<file path="src/rtl/vreg_port_arbiter.sv">
// rtl/vreg_port_arbiter.sv - two-requester vector register file port arbiter; VREG_ARB_FIXED_PRIO_EN selects fixed A priority
module vreg_port_arbiter #(
    parameter int NELEM = 16,
    parameter int AW    = 3
) (
    input  logic                     Clk,
    input  logic                     Rst_n,
    input  logic                     Req_a,
    input  logic                     Wr_a,
    input  logic                     Ser_a,
    input  logic [AW-1:0]            Addr_a,
    input  logic                     Req_b,
    input  logic                     Wr_b,
    input  logic                     Ser_b,
    input  logic [AW-1:0]            Addr_b,
    output logic                     Grant_a,
    output logic                     Grant_b,
    output logic                     Done_a,
    output logic                     Done_b,
    output logic                     Busy,
    output logic [AW-1:0]            Addr,
    output logic                     RD_p,
    output logic                     WR_p,
    output logic                     RD_s,
    output logic                     WR_s,
    output logic [$clog2(NELEM)-1:0] ElemIdx
);

    localparam int IW = $clog2(NELEM);
    localparam logic [IW-1:0] LAST   = IW'(NELEM - 1);
    localparam logic [IW-1:0] PENULT = IW'(NELEM - 2);

    typedef enum logic [1:0] {IDLE, PAR, SER, GAP} state_t;

    state_t        state;
    logic          op_b;
    logic          win_b;
    logic          sel_wr;
    logic          sel_ser;
    logic [AW-1:0] sel_addr;

`ifdef VREG_ARB_FIXED_PRIO_EN
    always_comb win_b = Req_b && !Req_a;
`else
    // prio_b = 1 means B wins the next tie
    logic prio_b;
    always_comb win_b = Req_b && (!Req_a || prio_b);
`endif

    always_comb begin
        sel_wr   = win_b ? Wr_b   : Wr_a;
        sel_ser  = win_b ? Ser_b  : Ser_a;
        sel_addr = win_b ? Addr_b : Addr_a;
    end

    always_ff @(posedge Clk) begin
        if (!Rst_n) begin
            state   <= IDLE;
            op_b    <= 1'b0;
            Grant_a <= 1'b0;
            Grant_b <= 1'b0;
            Done_a  <= 1'b0;
            Done_b  <= 1'b0;
            Busy    <= 1'b0;
            Addr    <= '0;
            RD_p    <= 1'b0;
            WR_p    <= 1'b0;
            RD_s    <= 1'b0;
            WR_s    <= 1'b0;
            ElemIdx <= '0;
`ifndef VREG_ARB_FIXED_PRIO_EN
            prio_b  <= 1'b0;
`endif
        end else begin
            Grant_a <= 1'b0;
            Grant_b <= 1'b0;
            Done_a  <= 1'b0;
            Done_b  <= 1'b0;
            case (state)
                IDLE: begin
                    RD_p    <= 1'b0;
                    WR_p    <= 1'b0;
                    RD_s    <= 1'b0;
                    WR_s    <= 1'b0;
                    ElemIdx <= '0;
                    Busy    <= 1'b0;
                    if (Req_a || Req_b) begin
                        op_b    <= win_b;
                        Addr    <= sel_addr;
                        Busy    <= 1'b1;
                        Grant_a <= !win_b;
                        Grant_b <= win_b;
                        if (sel_ser) begin
                            state <= SER;
                            WR_s  <= sel_wr;
                            RD_s  <= !sel_wr;
                        end else begin
                            state  <= PAR;
                            WR_p   <= sel_wr;
                            RD_p   <= !sel_wr;
                            Done_a <= !win_b;
                            Done_b <= win_b;
                        end
`ifndef VREG_ARB_FIXED_PRIO_EN
                        if (Req_a && Req_b) prio_b <= !win_b;
`endif
                    end
                end
                PAR: begin
                    state <= GAP;
                    RD_p  <= 1'b0;
                    WR_p  <= 1'b0;
                end
                SER: begin
                    // leaving via the state change keeps the strobe low for a cycle so the RF sees a fresh edge
                    if (ElemIdx == LAST) begin
                        state   <= GAP;
                        RD_s    <= 1'b0;
                        WR_s    <= 1'b0;
                        ElemIdx <= '0;
                    end else begin
                        ElemIdx <= ElemIdx + IW'(1);
                        if (ElemIdx == PENULT) begin
                            Done_a <= !op_b;
                            Done_b <= op_b;
                        end
                    end
                end
                GAP: begin
                    state <= IDLE;
                    Busy  <= 1'b0;
                end
                default: state <= IDLE;
            endcase
        end
    end

endmodule

</file>
<file path="config.mk">
export PLATFORM = sky130hd
export DESIGN_NAME = vreg_port_arbiter
export DESIGN_NICKNAME = d
export VERILOG_FILES = /design/src/rtl/vreg_port_arbiter.sv
export SDC_FILE = /design/constraint.sdc
export NUM_CORES = 1
export LEC_CHECK = 0
export CORE_MARGIN = 2
export CORE_UTILIZATION = 47
export DETAILED_ROUTE_END_ITERATION = 7
export PLACE_DENSITY_LB_ADDON = 0.3
export REMOVE_ABC_BUFFERS = 1
export SLEW_MARGIN = 20
export SYNTH_ARGS = -nofsm -noshare
export SYNTH_HDL_FRONTEND = slang
export SYNTH_SLANG_ARGS = --single-unit
export TNS_END_PERCENT = 50
</file>
<file path="constraint.sdc">
create_clock -name Clk -period 1.75 [get_ports Clk]
set_input_delay 0.35 -clock Clk [delete_from_list [all_inputs] [get_ports Clk]]
set_output_delay 0.35 -clock Clk [all_outputs]
set_load 0.01 [all_outputs]
</file>
== Word-level counts from Yosys, hierarchy flattened ==
Cells that the tools add are included.

* Equality and inequality tests: 7
* Muxes and demuxes: 34
* Reductions and logical operators: 17
* Add/sub/neg operators: 1

{| class="wikitable"
|+ Operators with widths
! cell !! number
|-
| 2-to-1 mux 1 bit || 20
|-
| case mux 1 bit (2 select lines) || 7
|-
| == test 4 bit (second input constant) || 2
|-
| case mux 2 bit (4 select lines) || 1
|-
| case mux 4 bit (2 select lines) || 1
|-
| 2-to-1 mux 2 bit || 3
|-
| AND reduction 2 bit || 3
|-
| AND reduction 3 bit || 2
|-
| nonzero test 2 bit || 3
|-
| adder 4 x 1 -> 4 bit (second input constant) || 1
|-
| == test 2 bit (second input constant) || 2
|-
| logical NOT 1 bit || 4
|-
| 2-to-1 mux 4 bit || 1
|-
| != test 2 bit (second input constant) || 2
|-
| 2-to-1 mux 3 bit || 1
|-
| == test 2 x 1 -> 1 bit (second input constant) || 1
|-
| logical AND 1 bit || 2
|-
| logical NOT 2 bit || 1
|-
| logical OR 1 bit || 2
|}

* Register bits: 20
* Bits of input ports: 14
* Output and inout bits: 16
* Word-level logic and storage cells: 73

== Depth between registers and ports, before layout ==
Gate-level depths: netlist (run 1).

* Depth after elaboration: 8
* Gate-level depth with buffers: 7
* Depth with buffers taken out: 6

== Worst setup path before layout (run 1) ==
No wires, ideal clock.

* Path kind: reg2reg
* Start: register state[0]
* End: register RD_s
* Slack: 0.422 ns
* Stages on the path, launching flop included: 7
* Required time: 1.633 ns
* Arrival time: 1.211 ns
* Path buffers: 1
* Period minus slack after synthesis: 1.328 ns
* Setup time: 0.117 ns
* Cells stage by stage: dfxtp_1 inv_1 ha_1 buf_6 o21ai_0 a31oi_1 a22o_1

* Word-level cells in the longest chain between the ends: 3
* Elaborated cells on any way between the ends: 6
* Those cells by class: eq/ne (2); mux (1); reduce/logical (3)

{| class="wikitable"
|+ RTL lines
! what !! line !! text
|-
| from (decl) || 35 || <nowiki>state_t state;</nowiki>
|-
| from (signal assigned) || 58 || <nowiki>state <= IDLE;</nowiki>
|-
| from (signal assigned) || 94 || <nowiki>state <= SER;</nowiki>
|-
| from (signal assigned) || 98 || <nowiki>state <= PAR;</nowiki>
|-
| == test 2 bit / logical NOT 2 bit (equally long branches) || 79 || <nowiki>case (state)</nowiki>
|-
| != test 2 bit (no line) / nonzero test 2 bit (equally long branches) || n/a ||
|-
| AND reduction 2 bit (no line) || n/a ||
|-
| to (signal assigned) || 96 || <nowiki>RD_s <= !sel_wr;</nowiki>
|-
| to (decl) || 24 || <nowiki>output logic RD_s,</nowiki>
|}

Several ways; a longest one is shown, not always the timed one.
A chain may end at the register's enable or synchronous reset.

== Worst setup path after layout (run 1) ==
* Start: register ElemIdx[2]
* End: output ElemIdx[2]

{| class="wikitable"
|+ RTL lines
! what !! line !! text
|-
| from (decl) || 26 || <nowiki>output logic [$clog2(NELEM)-1:0] ElemIdx</nowiki>
|-
| from (signal assigned) || 122 || <nowiki>ElemIdx <= ElemIdx + IW'(1);</nowiki>
|}

No word-level cell between the ends.

==> impl_results.md, run 1 <==
* Outcome: completed
* Post-DRT Antenna Nets at 0
* CP Class: reg2out
* Fmax at 0.5990 GHz
* Most frequent cells in the layout: 29 x clkdlybuf4s50_1, 20 x dfxtp_1, 8 x a21oi_1
* Largest net degree at the start of global routing at 14
* Post-Place Setup Slack at 1.102 ps
* Sum of negative setup slack at 0 ps
* Die area at 0.002717 mm2
* # setup viols final at 0
* CTS H-tree lvls at 1
* DP Wirelength at 1867 um
* Crit path launch type: flip-flop
* Worst min path class: reg2reg
* Synth Area in Simple Gates at 22.99%
* Compound-Gate Fraction of Synth Area at between 20% and 30%
* DR WL/cell at 13.22 um
* Iter 0 DRT Violations at 31
* Int Power at slightly below 1 mW
* Post-Synth XOR/XNOR Area at 0.8046%
* Later-pin clock latency in the skew report at 300 ps
* Crit path max-delay cell type: clkdlybuf4s50_1
* # IOs at 30
* Final Net Count at 175
* CP Buf/Inv Count at 1
* LEAKAGE at 0.5783 nW
* Ys Warns at 0
* CTS tree: built
* Commonest non-fill, non-tap cell in the layout: clkdlybuf4s50_1
* CTS Hold Buffers Added at 0
* Sequential area share after synthesis at 36.78%
* Bufs on Longest Clock Path at 2
* Unrepaired setup endpoints after global routing: false
* Initial cell density of the core at 49.69%
* Worst setup EP type: output pin
* Pre-Repair DR Iteration Count at 4
* Sw power at 0.5822 mW
* Row cnt at 17
* Switching share of power at a little under two fifths
* DR vias/cell at 5.453
* Gr ovfl total at 0
* Placer Congestion at about 0.85
* Count of cell types in the netlist at 39
* Mux cell area share after synthesis at 5.517%
* Cells after Synth at 122
* Crit path arrival time at roughly 1300 ps
* Final wirelength at 2393 um
* PortBufs at 29
* Die X at approximately 52 um
* Detailed-route via count at 987
* Power Dens Cells at 1105 mW/mm2
* Clock power frac at 13.6%
* Max stage delay on crit path at 580 ps
* Syn avg cell area at a little under 9 um2
* Reported max-cap violation count at 0
* Final period utilization at 95.40%
* Clock Skew at 0.8479 ps
* Final Hold Vio Count at 0
* Slew @ Worst Pin at about 420 ps
* CTS clock-pin slew for the worst setup and hold paths at roughly 100 ps
* TritonCTS Buffers at 3
* Layout cells sized above 1 at 10.46%
* #FFs+latches synth at 20
* Maximum vdd drop at 0.0007576 V
* Final min period at 1670 ps
* Crit-path cells: clkdlybuf4s50_1
* Residual DRC at 0
* Top delay family on crit path: buffers and inverters
* Die Y at 52.13 um
* Setup slack after layout at 80.47 ps
* Final Slew Violations at 0
* GR Util All Layers at 18.86%
* Crit path required time at 1400 ps
* Main combinational cell family by area after synthesis: simple AND/OR/NAND/NOR gates
* Clk sink count at 20
* Layout area overhead at 30.57%
* Number of global-route vias before repair at 894
* Adder-Cell Fraction of Synth Area at 6.897%
* ANT cells at 0
* First-pass GRT wire length at around 3800 um
* Combinational power share at 47.0%
* Initial antenna violation count at 0
* Sequential Power Share at about two fifths
* Core area at 0.002191 mm2
* Root cell of the clock tree: clkbuf_4
* Crit Path Max Fanout at 7
* Synth Cell Area at about 0.0011 mm2
* Postcts setup bufs at 0
* Rel. slew slack at 72.26%
* Cts repair resizes at 0
==> cells by family after synthesis <==
group                      Yosys count
xor gates and xnor gates             1
and+or+nand+nor                     44
muxes                                6
AOI/OAI and AO/OA                   35
buffers and inverters               10
adders and majority gates            6
DFF                                 20
==> layer usage <==
metal	track usage (%)	vias up	share of wire, %
met3	3.448	5	4.8
li1	-	495	-
met1	23.49	458	45
met5	0	-	0
met2	31.01	29	49
met4	9.211	0	1.8
==> sequential cells by signal (all words and copies together), names as in the netlist <==
| signal | cells |
|---|---|
| state | 2 |
| Grant_a | 1 |
| Busy | 1 |
| ElemIdx | 4 |
| WR_p | 1 |
| op_b | 1 |
| Addr | 3 |
| prio_b | 1 |
| RD_s | 1 |
| RD_p | 1 |
| Grant_b | 1 |
| Done_b | 1 |
| Done_a | 1 |
| WR_s | 1 |
==> power by group through the flow <==
stage / sequential, mW / combinational [mW] / clock (mW)
floorplan: 0.653 / 0.399 / 0
global placement: 0.623 / 0.714 / 0
detailed placement: 0.630 / 0.729 / 0
CTS: 0.619 / 0.735 / 0.223
global route: 0.632 / 0.807 / 0.239
finish: 0.620 / 0.738 / 0.213
==> worst register-to-register path: cells and delay by family (launching register included) <==
family                   cells  cell delay, ps
AO/OA/AOI/OAI                1             110
adder cells (fa/ha/maj)      1             290
buffers and inverters        2             260
AND/OR/NAND/NOR              2             460
flip-flops                   1             350
==> cell type report <==
type,instances,area (um2)
Inverter,5,18.77
Tap cell,28,35.03
Multi-Input combinational cell,92,624.3
Fill cell,180,769.5
Sequential cell,20,400.4
Clock buffer,3,22.52
Timing Repair Buffer,33,320.3
==> cells in the mapped netlist <==
| master | number | area share [%] |
|---|---|---|
| and2b_2 | 1 | 0.80 |
| nor3b_1 | 1 | 0.69 |
| inv_1 | 5 | 1.7 |
| o21a_1 | 3 | 2.1 |
| o211ai_1 | 1 | 0.69 |
| buf_6 | 3 | 3.1 |
| o22ai_1 | 2 | 1.1 |
| a21o_1 | 1 | 0.69 |
| nor2b_1 | 5 | 2.9 |
| a21oi_1 | 8 | 3.7 |
| clkbuf_1 | 1 | 0.34 |
| nor2_1 | 7 | 2.4 |
| a31o_2 | 1 | 0.80 |
| xnor2_1 | 1 | 0.80 |
| and2_1 | 3 | 1.7 |
| o2bb2ai_1 | 2 | 1.6 |
| or3_1 | 1 | 0.58 |
| nor3_1 | 2 | 0.92 |
| ha_1 | 6 | 6.9 |
| nand2_1 | 6 | 2.1 |
| a2bb2oi_1 | 1 | 0.80 |
| a21boi_0 | 3 | 2.1 |
| nand4_1 | 2 | 1.1 |
| a31oi_1 | 3 | 1.7 |
| a21boi_1 | 1 | 0.69 |
| mux2i_1 | 6 | 5.5 |
| and2_2 | 1 | 0.69 |
| and3_1 | 2 | 1.1 |
| nand2_4 | 1 | 1.0 |
| nor2_2 | 2 | 1.1 |
| a22oi_2 | 1 | 1.1 |
| dfxtp_1 | 20 | 37 |
| o21ai_0 | 7 | 3.2 |
| and2b_1 | 1 | 0.69 |
| buf_4 | 1 | 0.69 |
| nand3_1 | 7 | 3.2 |
| nand2b_4 | 1 | 1.3 |
| or2_2 | 1 | 0.58 |
| a22o_1 | 1 | 0.80 |
==> metrics by stage <==
| step | cells | util, % | area [um2] | hold WS (ps) | total power [mW] |
|---|---|---|---|---|---|
| 2_1_floorplan | 117 | - | 1044 | 438.8 | 1.052 |
| 3_3_place_gp | 178 | 63.85 | 1399 | 447.6 | 1.337 |
| 3_5_place_dp | 178 | 63.85 | 1399 | 450.2 | 1.359 |
| 4_1_cts | 181 | 64.88 | 1421 | 475.3 | 1.577 |
| 5_1_grt | 181 | 64.88 | 1421 | 500.8 | 1.677 |
| 6_report | 181 | 64.88 | 1421 | 476.5 | 1.571 |
==> worst paths after layout <==
kind,from,endpoint,slack [ps],cells after the start
setup / recovery,ElemIdx[2]$_SDFFE_PN0P_,ElemIdx[2],80,1
hold / removal,WR_s$_SDFFE_PN0P_,WR_s$_SDFFE_PN0P_,480,1
setup reg to reg,state[1]$_SDFFE_PN0P_,op_b$_SDFFE_PN0P_,190,6
hold reg to reg,WR_s$_SDFFE_PN0P_,WR_s$_SDFFE_PN0P_,480,1
Note: power is estimated with default switching activity, not from simulation.
==> run 2, diff against run 1 <==
--- a/config.mk
+++ b/config.mk
@@ -9,7 +9,6 @@
 export CORE_UTILIZATION = 47
 export DETAILED_ROUTE_END_ITERATION = 7
 export PLACE_DENSITY_LB_ADDON = 0.3
-export REMOVE_ABC_BUFFERS = 1
 export SLEW_MARGIN = 20
 export SYNTH_ARGS = -nofsm -noshare
 export SYNTH_HDL_FRONTEND = slang
==> impl_results.md, run 2 (synthesis results as in run 1) <==
* CTS tree: built (unchanged)
* Gr ovfl total at 0 (unchanged)
* Die X at 52.13 um (unchanged)
* Later-pin clock latency in the skew report at 300 ps (about the same)
* Post-Place Setup Slack at 24.94 ps (was 1.102 ps)
* DR WL/cell at 12.23 um (was 13.22 um)
* Max stage delay on crit path at 580 ps (about the same)
* Final Slew Violations at 0 (unchanged)
* Crit path max-delay cell type: clkdlybuf4s50_1 (unchanged)
* Top delay family on crit path: buffers and inverters (unchanged)
* Final Hold Vio Count at 0 (unchanged)
* Initial cell density of the core at 49.69% (unchanged)
* Post-DRT Antenna Nets at 0 (unchanged)
* Rel. slew slack at 72.72% (was 72.26%)
* Final min period at 1665 ps (was 1670 ps)
* Pre-Repair DR Iteration Count at 4 (unchanged)
* Slew @ Worst Pin at 409.3 ps (was 416.0 ps)
* CTS H-tree lvls at 1 (unchanged)
* GR Util All Layers at 18.94% (was 18.86%)
* Outcome: completed (unchanged)
* Layout cells sized above 1 at 11.04% (was 10.46%)
* Worst min path class: reg2reg (unchanged)
* Crit path launch type: flip-flop (unchanged)
* Crit path arrival time at 1310 ps (was 1320 ps)
* Hold_sp: WR_s$_SDFFE_PN0P_ (unchanged)
* Sum of negative setup slack at 0 ps (unchanged)
* Reported max-cap violation count at 0 (unchanged)
* CTS Hold Buffers Added at 0 (unchanged)
* # setup viols final at 0 (unchanged)
* Die area at 0.002717 mm2 (unchanged)
* Setup slack after layout at 85.02 ps (was 80.47 ps)
* CP Buf/Inv Count at 1 (unchanged)
* Detailed-route via count at 961 (was 987)
* ANT cells at 0 (unchanged)
* TritonCTS Buffers at 3 (unchanged)
* DP Wirelength at 1767 um (was 1867 um)
* LEAKAGE at 0.5843 nW (was 0.5783 nW)
* Bufs on Longest Clock Path at 2 (unchanged)
* Crit Path Max Fanout at 7 (unchanged)
* Maximum vdd drop at 0.0007291 V (was 0.0007576 V)
* Crit-path cells: clkdlybuf4s50_1 (unchanged)
* # IOs at 30 (unchanged)
* Layout area overhead at 31.72% (was 30.57%)
* Worst setup startpoint: ElemIdx[2]$_SDFFE_PN0P_ (unchanged)
* CTS clock-pin slew for the worst setup and hold paths at 100 ps (about the same)
* CP Class: reg2out (unchanged)
* Die Y at 52.13 um (unchanged)
* Commonest non-fill, non-tap cell in the layout: clkdlybuf4s50_1 (unchanged)
* Row cnt at 17 (unchanged)
* Fmax at 0.6006 GHz (was 0.5990 GHz)
* Crit path required time at 1400 ps (about the same)
* Power Dens Cells at 1089 mW/mm2 (was 1105 mW/mm2)
* First-pass GRT wire length at 3746 um (was 3788 um)
* Core area at 0.002191 mm2 (unchanged)
* Iter 0 DRT Violations at 8 (was 31)
* Final Total Pwr at 1.561 mW (was 1.571 mW)
* Clock Skew at 4.025 ps (was 0.8479 ps)
* Clk sink count at 20 (unchanged)
* Number of global-route vias before repair at 871 (was 894)
* Placer Congestion at 0.8217 (was 0.8525)
* Layout fillers at 179 (was 180)
* Layout Utilization at 65.45% (was 64.88%)
* Post-synth net total at 142
* PortBufs at 29 (unchanged)
* Root cell of the clock tree: clkbuf_4 (unchanged)
* Most frequent cells in the layout: 29 x clkdlybuf4s50_1, 20 x dfxtp_1, 8 x a21oi_1 (unchanged)
* Largest net degree at the start of global routing at 14 (unchanged)
* Worst setup EP type: output pin (unchanged)
* Largest regs: ElemIdx: 4 flops, Addr: 3 flops, state: 2 flops (unchanged)
* Final period utilization at 95.14% (was 95.40%)
* Top reg by flops: ElemIdx (unchanged)
* Residual DRC at 0 (unchanged)
* Final wirelength at 2226 um (was 2393 um)
* Worst reg2reg path startpoint: state[0]$_SDFFE_PN0P_ (was state[1]$_SDFFE_PN0P_)
* Max FFs per register at 4 (unchanged)
* Initial antenna violation count at 0 (unchanged)
* DR vias/cell at 5.280 (was 5.453)
* Final Net Count at 176 (was 175)
* Unrepaired setup endpoints after global routing: false (unchanged)
* Min Hold Slack at 475.2 ps (was 476.5 ps)
run 2: cell count changes in the layout (fill, tap and decap cells not counted), sizes merged:
cell	delta
buf	+1
run 2: metal layers:
metal / vias up / share of wire (%) / global-route usage (%) / wire, um
met1: 435 / 46 / 22.16 / 1022
li1: 498 / - / - / -
met2: 24 / 47 / 31.86 / 1054
met4: 0 / 1.6 / 9.211 / 35
met3: 4 / 5.1 / 4.885 / 113
met5: - / 0 / 0 / 0
run 2: worst paths after layout:
path                                          end  slack, ps  cells after the start
worst max-delay path                   ElemIdx[2]         90                      1
worst min-delay path            WR_s$_SDFFE_PN0P_        480                      1
worst max register to register  RD_s$_SDFFE_PN0P_        230                      6
worst min register to register  WR_s$_SDFFE_PN0P_        480                      1
run 2: layout make-up:
class,instances,area (um2),area share (%)
clock buffer,3,22.52,1.571
inverter,5,18.77,1.309
multi-input combinational,92,629.4,43.89
sequential,20,400.4,27.92
tap,28,35.03,2.443
timing repair buffer,34,327.8,22.86
run 2: worst reg2reg max path, cell delays in order (launching register included):
cell and delay, ps:
dfxtp_1 400, inv_1 80, ha_1 280, inv_1 220
o21ai_0 110, a31oi_1 220, a22o_1 170
run 2: what timing repair did:
action / 4_1_cts / 5_1_grt
setup buffers: 0 / 0
gates resized for setup: 0 / 1
endpoints found under the setup margin: 0 / 1
run 2: where the power goes:
part | total (mW) | internal, mW | switching (mW)
sequential | 0.616 | 0.553 | 0.0630
combinational | 0.733 | 0.360 | 0.373
clock | 0.213 | 0.0802 | 0.133
total | 1.56 | 0.993 | 0.569
run 2: stage by stage:
| stage | cells | area [um2] |
|---|---|---|
| finish | 182 | 1434 |
| global route | 182 | 1434 |
| CTS | 182 | 1429 |
| detailed placement | 179 | 1406 |
| global placement | 179 | 1406 |
| floorplan | 122 | 1089 |
